`config.mk`:
```
export PLATFORM = sky130hd
export DESIGN_NAME = hs_fifo
export DESIGN_NICKNAME = d
export VERILOG_FILES = /design/src/rtl/hs_fifo_pkg.sv /design/src/rtl/hs_fifo.sv
export SDC_FILE = /design/constraint.sdc
export NUM_CORES = 1
export LEC_CHECK = 0
export CAP_MARGIN = 40
export CORE_UTILIZATION = 55
export CTS_CLUSTER_DIAMETER = 200
export CTS_CLUSTER_SIZE = 20
export DETAILED_ROUTE_END_ITERATION = 7
export MAX_ROUTING_LAYER = met4
export PLACE_DENSITY = 0.83
export SYNTH_ARGS = -nofsm -noshare
export SYNTH_HDL_FRONTEND = slang
export SYNTH_SLANG_ARGS = --single-unit
```
`constraint.sdc`:
```
create_clock -name clk -period 4.6 [get_ports clk]
set_clock_uncertainty 0.15 [all_clocks]
set_input_delay 0.92 -clock clk [delete_from_list [all_inputs] [get_ports clk]]
set_output_delay 0.92 -clock clk [all_outputs]
set_load 0.05 [all_outputs]
```
`src/rtl/hs_fifo_pkg.sv`:
```
// Shared widths for the handshake datapath and the default FIFO geometry.
package hs_fifo_pkg;

    // Upstream data_slave stage word width
    localparam int unsigned SlaveDataWidth = 7;

    // Default FIFO geometry; the word width follows the slave stage
    localparam int unsigned DefaultDw    = SlaveDataWidth;
    localparam int unsigned DefaultDepth = 4;

    // Legal storage depth range
    localparam int unsigned MinDepth = 2;
    localparam int unsigned MaxDepth = 16;

endpackage

```
`src/rtl/hs_fifo.sv`:
```
// Show-ahead synchronous FIFO between the data_slave stage and a downstream consumer.
// Register array addressed by wrapping read/write pointers, with a registered occupancy count.
module hs_fifo
    import hs_fifo_pkg::*;
#(
    parameter int unsigned DW    = DefaultDw,
    parameter int unsigned DEPTH = DefaultDepth,
    localparam int unsigned CW   = $clog2(DEPTH + 1),
    localparam int unsigned PW   = $clog2(DEPTH)
) (
    input  logic          clk,
    input  logic          rst,
    input  logic [DW-1:0] s_data,
    input  logic          s_valid,
    output logic          s_ready,
    output logic [DW-1:0] m_data,
    output logic          m_valid,
    input  logic          m_ready,
    input  logic          flush,
    output logic [CW-1:0] count,
    output logic          full,
    output logic          empty
);

    logic [DW-1:0] mem_q [DEPTH];
    logic [PW-1:0] wr_ptr_q, wr_ptr_d;
    logic [PW-1:0] rd_ptr_q, rd_ptr_d;
    logic [CW-1:0] count_q, count_d;
    logic          push, pop;

    // Status flags depend only on the registered count
    always_comb begin
        full    = (count_q == CW'(DEPTH));
        empty   = (count_q == '0);
        count   = count_q;
        s_ready = !full;
        m_valid = !empty;
        m_data  = mem_q[rd_ptr_q];
        push    = s_valid && s_ready;
        pop     = m_valid && m_ready;
    end

    // Next-state for pointers and count; wrap by compare so DEPTH need not be a power of two
    always_comb begin
        wr_ptr_d = wr_ptr_q;
        rd_ptr_d = rd_ptr_q;
        count_d  = count_q;
        if (flush) begin
            wr_ptr_d = '0;
            rd_ptr_d = '0;
            count_d  = '0;
        end else begin
            if (push) begin
                wr_ptr_d = (wr_ptr_q == PW'(DEPTH - 1)) ? '0 : wr_ptr_q + PW'(1);
            end
            if (pop) begin
                rd_ptr_d = (rd_ptr_q == PW'(DEPTH - 1)) ? '0 : rd_ptr_q + PW'(1);
            end
            unique case ({push, pop})
                2'b10:   count_d = count_q + CW'(1);
                2'b01:   count_d = count_q - CW'(1);
                default: count_d = count_q;
            endcase
        end
    end

    // Pointer and count registers; reset wins over flush, push and pop
    always_ff @(posedge clk) begin
        if (rst) begin
            wr_ptr_q <= '0;
            rd_ptr_q <= '0;
            count_q  <= '0;
        end else begin
            wr_ptr_q <= wr_ptr_d;
            rd_ptr_q <= rd_ptr_d;
            count_q  <= count_d;
        end
    end

    // Storage write; the array itself is never reset
    always_ff @(posedge clk) begin
        if (push && !flush && !rst) begin
            mem_q[wr_ptr_q] <= s_data;
        end
    end

endmodule

```
* Word-level counts from Yosys, hierarchy flattened
Memories as Yosys holds them, arrays and structs flattened. A register that Yosys moved wholly into a read port is not among the register bits. Index checks and enable logic that the tools add are counted.
Cells by class: reductions and logical operators 11, equality and inequality tests 5, $add $sub $neg 4, muxes and demuxes 7
Operators with widths (number):
- $mux 2 | 4
- $eq 2x2->1 const B | 3
- $pmux 3 s2 | 1
- $add 2x1->2 const B | 2
- $logic_and 1x1->1 | 4
- $logic_not 1->1 | 4
- $add 3x1->3 const B | 1
- $eq 3x3->1 const B | 1
- $logic_not 3->1 | 1
- $sub 3x1->3 const B | 1
- $eq 2x1->1 const B | 1
- $mux 1 | 2
- $reduce_bool 2->1 | 1
- $reduce_or 2->1 | 1
Word-level totals: register bits after elaboration 7, bits in writable memories 28, output and inout port bits 14, memories 1, logic and storage cells 31, bits of input ports 12
Memory list:
- mem_q | depth 4, width 7, rd ports 1, clocked after Yosys merged registers in 1, wr ports 1, RTL line hs_fifo.sv:25 | logic [DW-1:0] mem_q [DEPTH];

* Depth between registers and ports, before layout
Gate-level depths: netlist of the first run.
word-level depth 7, gate-level depth with buffers 10, depth with buffers taken out 10

* Worst setup path before layout of the first run
No wires, ideal clock.
path kind register to register, start register count_q[2], in the netlist count[2], end register count_q[2], in the netlist count[2], cell stages (with the launch flop) 11, buffers on the path 0, arrival 2.910 ns, data required time 4.380 ns, clock period less this slack 3.130 ns, setup time 0.070 ns, path slack 1.470 ns, cell sequence dfxtp_1 > or3b_4 > inv_2 > nor2_1 > inv_1 > ha_1 > inv_1 > fa_1 > xor2_1 > or3_2 > a21oi_1
Between the ends: cells in the longest elaborated chain, start to end 5, elaborated cells on any way between the ends 12, those cells by class 2 x add/sub; 3 x eq/ne; 1 x mux; 6 x reduce/logical
RTL lines:
- from (decl) | RTL line hs_fifo.sv:28 | logic [CW-1:0] count_q, count_d;
- from (signal assigned) | RTL line hs_fifo.sv:76 | count_q <= count_d;
- $eq 3x3->1 * | RTL line hs_fifo.sv:33 | full = (count_q == CW'(DEPTH));
- $logic_not 1->1 * | RTL line hs_fifo.sv:36 | s_ready = !full;
- via s_ready | RTL line hs_fifo.sv:15 | output logic s_ready,
- $logic_and 1x1->1 * | RTL line hs_fifo.sv:39 | push = s_valid && s_ready;
- $eq 2x1->1 / $eq 2x2->1 (equally long branches) | RTL line hs_fifo.sv:59 | unique case ({push, pop})
- $pmux 3 s2 / $reduce_bool 2->1 (equally long branches)
Mark *: on every way through the listed nets, which the timed path passes. The rest lies on a longest branch. A chain may end at the register's enable or synchronous reset.

==> results of run 1 <==
[worst paths after layout]
kind	depth (start not counted)	startpoint	to	slack, ns
hold / removal	2	rd_ptr_q[0]	flop	0.36
setup / recovery	2	flop	m_data[3]	1.29
setup reg to reg	10	count[2]	count[2]	1.94
hold reg to reg	2	rd_ptr_q[0]	flop	0.36
[through the flow]
stage                     utilization [%]  setup WS (ns)  instance area, um^2  std cells   power, W
after global placement              70.16          1.538                 1785        146  0.0004378
after detailed placement            70.16          1.400                 1785        146  0.0004407
after floorplan                         -          1.470                 1510         94  0.0004130
final                               72.12          1.293                 1836        154  0.0005875
after global routing                72.12          1.166                 1836        154  0.0006078
after CTS                           72.12          1.244                 1836        154  0.0005898
[worst min-delay path: stages (launching register included)]
cell	delay (ns)
dfxtp_1	0.34
nand2_1	0.06
a21oi_1	0.07
[per-layer routing]
metal  vias to the layer above  part of all wire, %  global-route usage, %
met5                         -                    0                      -
met3                         7                  4.4                  5.833
li1                        410                    -                      -
met1                       419                   41                  22.14
met2                        23                   52                  33.13
met4                         0                  2.1                  11.54
[logic make-up (layout without fill, tap and decap cells)]
logic type	Yosys count	in the layout	synth area share, %
compound gates	9	9	3.645
xor+xnor	2	2	1.160
fa+ha+maj	7	7	6.297
buf+inv	13	43	3.313
flops	37	37	67.61
mux	7	7	10.44
simple gates	19	19	7.540
[flip-flops by register name, summed over array words and instances, names as in the netlist, named ones only]
signal / cells
mem_q: 28
count: 3
rd_ptr_q: 2
wr_ptr_q: 2
[layout make-up]
| cell class | count | share of cell area, % |
|---|---|---|
| Clock buffer | 5 | 2.045 |
| Clock inverter | 3 | 0.6817 |
| Inverter | 10 | 2.045 |
| Multi-Input combinational cell | 44 | 23.93 |
| Sequential cell | 37 | 55.62 |
| Tap cell | 30 | 2.045 |
| Timing Repair Buffer | 25 | 13.63 |
[cell usage after synthesis, drive strengths merged]
cell type	instances	share of area [%]
edfxtp	28	56
inv	10	2.5
dfxtp	9	12
mux4	7	10
ha	6	5.0
nor2	5	1.2
a21oi	4	1.3
and3	4	2.0
o21ai	3	0.99
or3	3	1.4
buf	2	0.58
nand2	2	0.50
o31ai	2	1.3
xor2	2	1.2
clkbuf	1	0.25
fa	1	1.3
nand3	1	0.33
nand4	1	0.41
or2	1	0.41
or3b	1	0.75
or4	1	0.50
[where the power goes]
| group | internal (W) | switching (W) |
|---|---|---|
| combinational | 0.0000273 | 0.0000389 |
| clock | 0.0000552 | 0.0000992 |
| sequential | 0.000363 | 0.00000377 |
| total | 0.000446 | 0.000142 |
==> flow_summary.toml, run 1 <==
[finish]
register_area_mm2 = 0.001021
drive_gt1_share_pct = 18.55
fillers = 173
diodes = 0
final_cell_mix = "28 x edfxtp_1, 25 x clkdlybuf4s50_1, 9 x inv_1, 9 x dfxtp_1, 7 x mux4_2"
nets = 142
syn_to_final_growth_pct = 21.54
multi_input_area_um2 = 439.2
mostFrequentLayoutCell = "edfxtp_1"

[floorplanning]
rows = 18
ios = 26
initial_core_util_pct = 59.34
fp.dieW_um = 54.40
core_region_area_mm2 = 0.002545
die_h_um = 54.40
die_area_mm2 = 0.002959

[hold_path]
holdCritPathClass = "reg2reg"

[synthesis]
yosysWarnings = 0
syn_nets = 113
synthCells = 94
synth_cell_type_count = 25
synth-seq-area-share_pct = 67.61
synth_area_per_cell_um2 = 16.07
synth_area_mm2 = 0.001510
synth_seq_cells = 37

[global_routing]
grt_pass1_wl_mm = 3.705
grt_overflow = 0
grt_pass1_vias = 856
grt_antenna_before_repair = 0
grt_usage_pct = 20.32
grt_max_degree = 12

[power]
power.density_mw_per_mm2 = 320.1
peakVddDrop_mv = 0.2257
power_leakage_nw = 0.6485

[clock_tree]
clockBufferDepth = 2
clk_latency_ns = 0.33
cts_tree = "done"
cts.reportedPaths.clkPinSlew_ns = 0.10
clock-sinks = 37
cts_hold_buf = 0
htreeDepth = 2
numCtsBuffers = 5
post_cts_resized = 0
root_buffer = "clkbuf_4"
cts_setup_buffers = 0

[critical_path]
path_delay_family = "buffers and inverters"
max_stage_delay_ns = 0.71
crit_path_max_fanout = 7
critical-path-slowest-cell = "clkdlybuf4s50_1"
worstPathRequired_ns = 3.53
startpoint_type = "flop"
path_class = "reg2out"
path_cells = "mux4_2, clkdlybuf4s50_1"
path_buf_inv = 1
cp-end-kind = "output pin"
cp.arrival_ns = 2.24

[timing]
setup_viol_count_final = 0
tns_ns = 0
timing.final.crit_share_pct = 71.89
clock.fmax_mhz = 302.4
rsz0062_at_grt = "false"
fin_crit_ns = 3.307
worst_pin_slew_ns = 0.5299
hold_viol = 0
slew_headroom_pct = 64.37
whs_ns = 0.3564
slew_violations = 0

[drt]
drt_iter0_drc = 18
via_count = 859
wire_per_inst_um = 16.10
drt-total-wl_mm = 2.479
dr.pass1.iters = 5
viasPerCell = 5.578
ant_nets = 0
drc = 0

[run_status]
outcome = "complete, no violations"

[placement]
hpwl_mm = 1.810
io_buffers = 25
gp_congestion = 0.7842

[run]
cap_violations = 0
Note: power is estimated with default switching activity, not from simulation.
==> run 2, diff against run 1 <==
CORE_UTILIZATION = 51   (was 55)
PLACE_DENSITY = 0.77   (was 0.83)
clock period = 3.45 ns   (was 4.6 ns; I/O delays follow)
==> run 2 against run 1 <==
Cell area increased by 1.4%. Register-to-register slack got worse by 1.1 ns. Hold slack worse by 0.0043 ns. Global-route usage fell by 1.7 points. Non-clock buffer count stayed put. Core utilization decreased by 5.2 points. Die area grew 7.5%. Setup slack got worse by 0.93 ns. Critical path depth unchanged. Flip-flop and latch count unchanged. Clock-buffer cell count increased by 1. Sequential share of layout area fell by 0.79 points. Critical path type unchanged.
==> flow_summary.toml, run 2 (synthesized netlist as in run 1, its figures left out) <==
[run_status]
outcome = "complete, no violations"

[critical_path]
cp.arrival_ns = 2.25
path_class = "reg2out"
startpoint_type = "flop"
worstPathRequired_ns = 2.61
path_buf_inv = 1
max_stage_delay_ns = 0.71
critical-path-slowest-cell = "clkdlybuf4s50_1"
crit_path_max_fanout = 7
cp-end-kind = "output pin"
path_cells = "mux4_2, clkdlybuf4s50_1"
path_delay_family = "buffers and inverters"

[clock_tree]
clk_latency_ns = 0.34
cts_tree = "done"
numCtsBuffers = 5
htreeDepth = 2
cts_setup_buffers = 0
cts_hold_buf = 0
post_cts_resized = 0
clock-sinks = 37
clockBufferDepth = 2
cts.reportedPaths.clkPinSlew_ns = 0.10
root_buffer = "clkbuf_4"

[hold_path]
holdCritPathClass = "reg2reg"

[power]
pwr-share-comb_pct = 10.1
intPower_w = 0.0006714
peakVddDrop_mv = 0.3500
power_leakage_nw = 0.6584
p_sw_share_pct = 22.10
pwr-share-clk_pct = 33.1
seqPwrFrac_pct = 56.8
switchingPower_w = 0.0001905
power.density_mw_per_mm2 = 463.0

[timing]
fin_ws_ns = 0.3644
timing.final.crit_share_pct = 89.44
setup_viol_count_final = 0
slew_headroom_pct = 61.54
rsz0062_at_grt = "false"
clock.fmax_mhz = 324.1
worst_pin_slew_ns = 0.5720
slew_violations = 0
tns_ns = 0
hold_viol = 0
whs_ns = 0.3521
fin_crit_ns = 3.086

[finish]
fin_util_pct = 66.94
top_register = "mem_q"
syn_to_final_growth_pct = 23.28
final_cell_mix = "28 x edfxtp_1, 25 x clkdlybuf4s50_1, 9 x inv_1, 9 x dfxtp_1, 7 x mux4_2"
fillers = 203
nets = 142
diodes = 0
drive_gt1_share_pct = 18.55
mostFrequentLayoutCell = "edfxtp_1"
largest_register_ff_count = 28
fin_cells = 155

[run]
cap_violations = 0

[global_routing]
grt_max_degree = 12
grt_overflow = 0
grt_pass1_vias = 866
grt_pass1_wl_mm = 3.946
grt_usage_pct = 18.67
grt_antenna_before_repair = 0

[placement]
hpwl_mm = 1.690
io_buffers = 25
post-place-ws_ns = 0.5082
gp_congestion = 0.7858
dp.cells = 147

[floorplanning]
core_region_area_mm2 = 0.002781
ios = 26
fp.dieW_um = 56.42
die_h_um = 56.42
initial_core_util_pct = 54.30
rows = 19
die_area_mm2 = 0.003183

[drt]
drt-total-wl_mm = 2.432
wire_per_inst_um = 15.69
via_count = 857
ant_nets = 0
drt_iter0_drc = 23
drc = 0
dr.pass1.iters = 4
viasPerCell = 5.529
==> run 2: changes by cell type in the layout (fill, tap and decap cells not counted), sizes merged <==
cell,previous run,this run
clkbuf,5,6
clkinv,3,1
bufinv,0,1
==> run 2: area by class of cell <==
class / instances / area (um^2) / area share [%]
sequential: 37 / 1021 / 54.84
clock inverter: 2 / 33.78 / 1.815
clock buffer: 6 / 41.29 / 2.218
timing repair buffer: 25 / 250.2 / 13.44
multi-input combinational: 44 / 439.2 / 23.59
inverter: 10 / 37.54 / 2.016
tap: 31 / 38.79 / 2.083
==> run 2: stage by stage <==
step | cell area (um^2) | power (W)
after global placement | 1787 | 0.0005842
after detailed placement | 1787 | 0.0005862
after global routing | 1862 | 0.0008907
after CTS | 1862 | 0.0008694
final | 1862 | 0.0008619
after floorplan | 1510 | 0.0005507
==> run 2: path summary, 6_finish.rpt <==
path,from,end,slack [ns],cells after the start
worst min register to register,rd_ptr_q[0],rd_ptr_q[0],0.35,2
worst min-delay path,rd_ptr_q[0],rd_ptr_q[0],0.35,2
worst max register to register,count[2],count[2],0.81,10
worst max-delay path,flop,m_data[4],0.36,2
==> run 2: power groups by stage <==
stage	clock, W	sequential (W)	combinational (W)
6_report	0.000285	0.000489	0.0000874
5_1_grt	0.000307	0.000490	0.0000937
4_1_cts	0.000292	0.000489	0.0000880
3_5_place_dp	0	0.000500	0.0000866
3_3_place_gp	0	0.000499	0.0000851
2_1_floorplan	0	0.000502	0.0000484
==> run 2: per-layer routing <==
metal	track usage (%)	vias to the layer above	share of wire, %
li1	-	406	-
met1	21.44	420	43
met2	28.23	25	49
met3	7.143	6	5.4
met4	10.45	0	2.4
met5	-	-	0
==> run 2: worst register-to-register path, stage by stage, from the launching register on <==
cell	delay, ns
dfxtp_1	0.44
or3b_4	0.42
inv_2	0.08
nor2_1	0.09
inv_1	0.07
ha_1	0.18
inv_1	0.06
fa_1	0.37
xor2_1	0.16
or3_2	0.42
a21oi_1	0.15
==> run 3, diff against run 2 <==
GPL_TIMING_DRIVEN = 0   (was not set)
==> run 3 against run 2 <==
Flip-flop and latch count did not move. First-iteration DRC count down 35%. Register-to-register slack hardly changed. Sequential share of layout area decreased by 0.47 points. Clock power rose by 3%. Non-clock buffer count grew 3. Wire length up 3.0%. Global-route usage is 0.11 points lower. Critical path type unchanged. Largest power group unchanged.
==> flow_summary.toml, run 3 (synthesized netlist as in run 1, its figures left out) <==
[run_status]
outcome = "complete, no violations"

[clock_tree]
root_buffer = "clkbuf_4"
cts_setup_buffers = 0
htreeDepth = 2
cts.reportedPaths.clkPinSlew_ns = 0.10
post_cts_resized = 0
numCtsBuffers = 5
clockBufferDepth = 2
clk_latency_ns = 0.35
clock-sinks = 37
cts_hold_buf = 0
cts_tree = "done"

[placement]
dp.cells = 150
hpwl_mm = 1.805
post-place-ws_ns = 0.4690
gp_congestion = 0.7339
io_buffers = 25

[global_routing]
grt_max_degree = 13
grt_usage_pct = 18.55
grt_pass1_wl_mm = 3.988
grt_antenna_before_repair = 0
grt_overflow = 0
grt_pass1_vias = 869

[timing]
slew_violations = 0
tns_ns = 0
slew_headroom_pct = 63.75
fin_crit_ns = 3.013
fin_ws_ns = 0.4367
clock.fmax_mhz = 331.9
timing.final.crit_share_pct = 87.34
hold_viol = 0
rsz0062_at_grt = "false"
worst_pin_slew_ns = 0.5392
setup_viol_count_final = 0
whs_ns = 0.3541

[critical_path]
path_buf_inv = 2
worstPathRequired_ns = 2.61
crit_cells = 3
r2r_slack_ns = 0.80
path_class = "reg2out"
ff2ff_path_depth = 10
path_cells = "buf_2, mux4_2, clkdlybuf4s50_1"
cp.arrival_ns = 2.17
cp-end-kind = "output pin"
r2r-end = "count[2]"
critical-path-slowest-cell = "clkdlybuf4s50_1"
path_delay_family = "buffers and inverters"
crit_path_max_fanout = 7
startpoint_type = "flop"
reg2reg_from = "count[2]"
max_stage_delay_ns = 0.71

[finish]
fin_cells = 158
syn_to_final_growth_pct = 24.36
largest_register_ff_count = 28
diodes = 0
mostFrequentLayoutCell = "edfxtp_1"
nets = 145
top_register = "mem_q"
fin_util_pct = 67.52
drive_gt1_share_pct = 19.69
final_cell_mix = "28 x edfxtp_1, 25 x clkdlybuf4s50_1, 9 x inv_1, 9 x dfxtp_1, 7 x mux4_2"

[power]
seqPwrFrac_pct = 56.1
power.density_mw_per_mm2 = 463.7
power_leakage_nw = 0.6652
intPower_w = 0.0006708
pwr-share-clk_pct = 33.7
p_sw_share_pct = 22.97
switchingPower_w = 0.0002001
peakVddDrop_mv = 0.4215
pwr-share-comb_pct = 10.2

[drt]
via_count = 839
drc = 0
drt-total-wl_mm = 2.506
dr.pass1.iters = 4
ant_nets = 0
drt_iter0_drc = 15
wire_per_inst_um = 15.86
viasPerCell = 5.310

[floorplanning]
rows = 19
ios = 26
die_h_um = 56.42
core_region_area_mm2 = 0.002781
initial_core_util_pct = 54.30
die_area_mm2 = 0.003183
fp.dieW_um = 56.42

[hold_path]
min_path_cells = 2
min_from = "rd_ptr_q[0]"
min_to = "rd_ptr_q[0]"
holdCritPathClass = "reg2reg"

[run]
cap_violations = 0
## run 3: layer usage
layer	GRT usage [%]	share of wire (%)
met4	11.50	3.0
met2	28.74	51
met3	5.069	4.0
met1	21.57	42
met5	-	0
## run 3: cell type report
cell class / instances / area, um^2
Tap cell: 31 / 38.79
Clock inverter: 3 / 41.29
Fill cell: 206 / 903.4
Inverter: 10 / 37.54
Sequential cell: 37 / 1021
Buffer: 3 / 12.51
Timing Repair Buffer: 25 / 250.2
Multi-Input combinational cell: 44 / 439.2
Clock buffer: 5 / 37.54
## run 3: tightest hold or removal path, stage by stage, from the launching register on
cell	delay (ns)
dfxtp_1	0.34
nand2_1	0.06
a21oi_1	0.07
## run 3: power by group through the flow
stage | registers (W) | clock network, W | logic [W]
after CTS | 0.000488 | 0.000299 | 0.0000899
final | 0.000488 | 0.000294 | 0.0000889
after floorplan | 0.000502 | 0 | 0.0000484
after detailed placement | 0.000498 | 0 | 0.0000897
after global placement | 0.000498 | 0 | 0.0000862
after global routing | 0.000489 | 0.000313 | 0.0000947
## run 3: stage by stage
stage	power (W)	instance area, um^2
global route	0.0008967	1878
finish	0.0008709	1878
floorplan	0.0005507	1510
CTS	0.0008768	1878
global placement	0.0005839	1799
detailed placement	0.0005880	1799
## run 3: worst max-delay path by stage
stage | slack (ns) | startpoint | end
6_report | 0.44 | flop | m_data[4]
3_3_place_gp | 0.57 | m_ready | count[2]
2_1_floorplan | 0.32 | count[2] | count[2]
5_1_grt | 0.34 | flop | m_data[0]
4_1_cts | 0.40 | flop | m_data[3]
3_5_place_dp | 0.47 | s_valid | count[2]
